[src/rtl/hazard_ctrl.sv]
// Pipeline hazard controller: load-use stall, EX branch flush, MDU issue/busy sequencing.
// Outputs are combinational from state, cnt and inputs; MDU result is valid MDU_LAT cycles after mdu_go.
// Holds IF/ID/EX while the MDU iterates; optional perf counters when HAZARD_PERF_EN is defined.
module hazard_ctrl #(
    parameter int unsigned MDU_LAT = 4
) (
    input  logic        clk,
    input  logic        rst,
    input  logic        rf_re0_id,
    input  logic        rf_re1_id,
    input  logic [4:0]  rf_ra0_id,
    input  logic [4:0]  rf_ra1_id,
    input  logic        rf_we_ex,
    input  logic [4:0]  rf_wa_ex,
    input  logic        mem_rd_ex,
    input  logic        br_taken_ex,
    input  logic        mdu_ex,
    output logic        stall_if,
    output logic        stall_id,
    output logic        stall_ex,
    output logic        flush_id,
    output logic        flush_ex,
    output logic        flush_mem,
    output logic        mdu_go,
    output logic        mdu_done,
    output logic        mdu_busy
`ifdef HAZARD_PERF_EN
    ,
    output logic [31:0] perf_stall_cnt,
    output logic [31:0] perf_flush_cnt
`endif
);

    typedef enum logic {IDLE, BUSY} state_t;

    // Countdown start value; cnt==0 in BUSY is the release cycle.
    localparam logic [3:0] CNT_INIT = 4'(MDU_LAT - 1);

    state_t     state;
    logic [3:0] cnt;
    logic       load_use;

    // Load-use match: EX load writes a non-zero register that ID reads.
    always_comb begin
        load_use = mem_rd_ex && rf_we_ex && (rf_wa_ex != 5'd0) &&
                   ((rf_re0_id && (rf_ra0_id == rf_wa_ex)) ||
                    (rf_re1_id && (rf_ra1_id == rf_wa_ex)));
    end

    // Stall/flush decode; everything is forced low while reset is asserted.
    always_comb begin
        stall_if  = 1'b0;
        stall_id  = 1'b0;
        stall_ex  = 1'b0;
        flush_id  = 1'b0;
        flush_ex  = 1'b0;
        flush_mem = 1'b0;
        mdu_go    = 1'b0;
        mdu_done  = 1'b0;
        mdu_busy  = 1'b0;
        if (!rst) begin
            case (state)
                IDLE: begin
                    if (br_taken_ex) begin
                        // ID holds a wrong-path instruction, so the branch wins over load-use.
                        flush_id = 1'b1;
                        flush_ex = 1'b1;
                    end else if (mdu_ex) begin
                        mdu_go    = 1'b1;
                        stall_if  = 1'b1;
                        stall_id  = 1'b1;
                        stall_ex  = 1'b1;
                        flush_mem = 1'b1;
                    end else if (load_use) begin
                        // One bubble; next cycle the load is in MEM and forwarding covers it.
                        stall_if = 1'b1;
                        stall_id = 1'b1;
                        flush_ex = 1'b1;
                    end
                end
                BUSY: begin
                    // mdu_ex/br_taken_ex are from the held mul/div and are ignored here.
                    mdu_busy = 1'b1;
                    if (cnt != 4'd0) begin
                        stall_if  = 1'b1;
                        stall_id  = 1'b1;
                        stall_ex  = 1'b1;
                        flush_mem = 1'b1;
                    end else begin
                        mdu_done = 1'b1;
                    end
                end
                default: ;
            endcase
        end
    end

    // MDU sequencing FSM: issue from IDLE, count down in BUSY, release at cnt==0.
    always_ff @(posedge clk) begin
        if (rst) begin
            state <= IDLE;
            cnt   <= 4'd0;
        end else begin
            case (state)
                IDLE: begin
                    if (!br_taken_ex && mdu_ex) begin
                        state <= BUSY;
                        cnt   <= CNT_INIT;
                    end
                end
                BUSY: begin
                    if (cnt != 4'd0) begin
                        cnt <= cnt - 4'd1;
                    end else begin
                        state <= IDLE;
                    end
                end
                default: begin
                    state <= IDLE;
                    cnt   <= 4'd0;
                end
            endcase
        end
    end

`ifdef HAZARD_PERF_EN
    // Performance counters: stalled fetch cycles and IDLE-state branch redirects, wrapping.
    always_ff @(posedge clk) begin
        if (rst) begin
            perf_stall_cnt <= 32'd0;
            perf_flush_cnt <= 32'd0;
        end else begin
            if (stall_if) begin
                perf_stall_cnt <= perf_stall_cnt + 32'd1;
            end
            if ((state == IDLE) && br_taken_ex) begin
                perf_flush_cnt <= perf_flush_cnt + 32'd1;
            end
        end
    end
`endif

endmodule

[config.mk]
export PLATFORM = sky130hd
export DESIGN_NAME = hazard_ctrl
export DESIGN_NICKNAME = d
export VERILOG_FILES = /design/src/rtl/hazard_ctrl.sv
export SDC_FILE = /design/constraint.sdc
export NUM_CORES = 1
export LEC_CHECK = 0
export CORE_AREA = 4 4 42 44
export CTS_BUF_LIST = sky130_fd_sc_hd__clkbuf_8
export DETAILED_ROUTE_END_ITERATION = 10
export DIE_AREA = 0 0 46 48
export PLACE_DENSITY_LB_ADDON = 0.3
export SLEW_MARGIN = 15
export SYNTH_ARGS = -nofsm -noshare
export SYNTH_HDL_FRONTEND = slang
export SYNTH_SLANG_ARGS = --single-unit
[constraint.sdc]
create_clock -name clk -period 4.2 [get_ports clk]
set_input_delay 0.42 -clock clk [delete_from_list [all_inputs] [get_ports clk]]
set_output_delay 0.42 -clock clk [all_outputs]
set_load 0.005 [all_outputs]
==> flow_summary.ini <==
[place]
gp_congestion = 0.714
dp.cells = 105
dp_hpwl_mm = 1.12
io_buffers = 31
place_ws_ns = 1.37

[yosys]
syn_inst = 62
synth.distinct_cells = 31
ys_ff_latch = 5
synth.top_cell.area_share = 0.192
ys_warn_count = 0
synthTopCellsByArea = dfxtp_1 (19%), xor2_1 (13%), nor2b_1 (6.0%)
synth.yosys.seq_area_share = 0.192
syn-num-nets = 87
syn_avg_cell_area_sq_um = 8.42
post_synth_instance_area_sq_um = 522
synth_top_area_cell = dfxtp_1

[timing]
fin_setup_tns_ns = 0
skew_ns = 0.00314
grt_setup_unrepaired = false
worstMarginPinSlew_ns = 0.359
layout_setup_ws_ns = 1.40
fin_crit_sh = 0.667
setup_violations = 0
fmax_ghz = 0.357
slew_viol_final = 0
fin_crit_ns = 2.80
relSlewSlack = 0.760
finalHoldViolCount = 0

[clocking]
clk_pin_slew_worst_paths_ns = 0.04
post_cts_resized = 0
cts_tree = yes
ctsRootBufferMaster = clkbuf_8
cts.sinks = 5
hold_buffers = 0
post-cts-setup-buffers = 0
h-tree-depth = 1
cts_buffer_depth = 2
insertion_delay_ns = 0.22
cts_buffers = 3

[cells_and_area]
finalNetCount = 119
seq_area_sq_um = 100
layout.cells.non_filler = 109
drive_gt1_frac = 0.0753
diodes = 0
final_cell_mix = clkdlybuf4s50_1 (31), xor2_1 (8), nor2b_1 (5), dfxtp_1 (5)
mostFrequentLayoutCell = clkdlybuf4s50_1
num-fill-cells = 127
synthToLayoutAreaGrowth_pct = 65.5
multiInputGateArea_sq_um = 377

[power]
power.total_mw = 0.216
ir_drop_uv = 151
power_density_nw_per_um2 = 251
p_leak_nw = 0.336

[routing]
vias = 533
drtPass1Iterations = 4
wl_per_cell_microns = 12.3
viasPerCell = 4.89
drc_errors = 0
drt_wl_total_mm = 1.34
drtIter0Drc = 2
ant_nets = 0

[worst_hold_path]
worstHoldStart = cnt[3]$_SDFFE_PP0P_
hold_class = flop to flop

[grt]
grt_use_met2 = 0.209
grt_pass1_wl_mm = 2.02
overflow = 0
grtUsageMet3 = 0.0639
use_met1 = 0.149
grt_pass1_vias = 462
grt_start_max_net_pins = 13
antenna_found_initial = 0
track_usage = 0.133
busiest_layer = met2

[worst_setup_path]
cp_max_fo = 3
critical_path_class = input pin to primary output
cp-end-kind = primary output
worstPathArrival_ns = 2.38
reg2reg_from = cnt[0]$_SDFFE_PP0P_
startpoint = rf_wa_ex[2]
crit_required_ns = 3.78
start_kind = input pin

[floorplan]
coreArea_sq_um = 1440
io_pins = 32
die_w_microns = 46
fp-row-count = 14
fp.dieArea_sq_um = 2210
die_h_microns = 48
initial_utilization = 0.363

[run]
drv_cap = 0

[outcome]
status = complete, no violations
final timing paths:
| check | end | slack [ns] | depth (start not counted) |
|---|---|---|---|
| hold reg to reg | cnt[3]$_SDFFE_PP0P_ | 0.54 | 2 |
| setup / recovery | flush_ex | 1.40 | 6 |
| hold / removal | cnt[3]$_SDFFE_PP0P_ | 0.54 | 2 |
| setup reg to reg | cnt[1]$_SDFFE_PP0P_ | 2.74 | 5 |
layout make-up:
cell class	instances	share of cell area
multi-input combinational	50	0.436
timing repair buffer	31	0.359
sequential	5	0.116
clock buffer	3	0.0478
tap	16	0.0232
inverter	3	0.0130
clock inverter	1	0.00435
worst max-delay path: stages:
cell and delay (ns):
clkdlybuf4s50_1 0.47, xor2_1 0.19, nor4_1 0.30, a32oi_1 0.18
o31ai_1 0.27, clkdlybuf4s50_1 0.54
cells in the mapped netlist, drive strengths merged:
master and instances:
nor4 2, or4 1, buf 4, and2b 1
nor2 4, xor2 8, nand2 2, a211oi 1
o21ai 2, o21bai 1, or3 1, and2 3
nand3b 1, or3b 1, dfxtp 5, xnor2 2
o31ai 1, nand2b 1, nor3 2, o211ai 1
inv 3, nand3 1, mux2i 2, nor2b 5
a32oi 1, a2111o 1, ha 2, nor3b 1
a21oi 2
cell families (layout without fill, tap and decap cells):
group | Yosys count | count (layout) | synth area share
simple gates | 26 | 26 | 0.314
compound gates | 10 | 10 | 0.153
xor+xnor | 10 | 10 | 0.168
buf+inv | 7 | 38 | 0.0863
flops | 5 | 5 | 0.192
fa+ha+maj | 2 | 2 | 0.0480
mux | 2 | 2 | 0.0384
per-layer routing:
layer / vias up / part of all wire / wire length [microns]
met4: 0 / 0.023 / 31
li1: 274 / - / -
met5: - / 0 / 0
met2: 26 / 0.43 / 577
met3: 4 / 0.11 / 144
met1: 229 / 0.44 / 589
registers in the layout (all words and copies together) (netlist names):
name   cells
state      1
cnt        4
power by group:
group | internal (mW) | leakage (nW) | switching (mW)
Clock | 0.0627 | 0.0269 | 0.0242
Combinational | 0.0465 | 0.268 | 0.0278
Sequential | 0.0512 | 0.0410 | 0.00399
through the flow:
stage	area [sq um]	hold WS (ns)	util
finish	863	0.537	0.601
global route	863	0.558	0.601
CTS	863	0.539	0.601
detailed placement	818	0.534	0.570
global placement	818	0.525	0.570
floorplan	522	0.503	-
No activity file was read; power rests on OpenSTA's default activity.
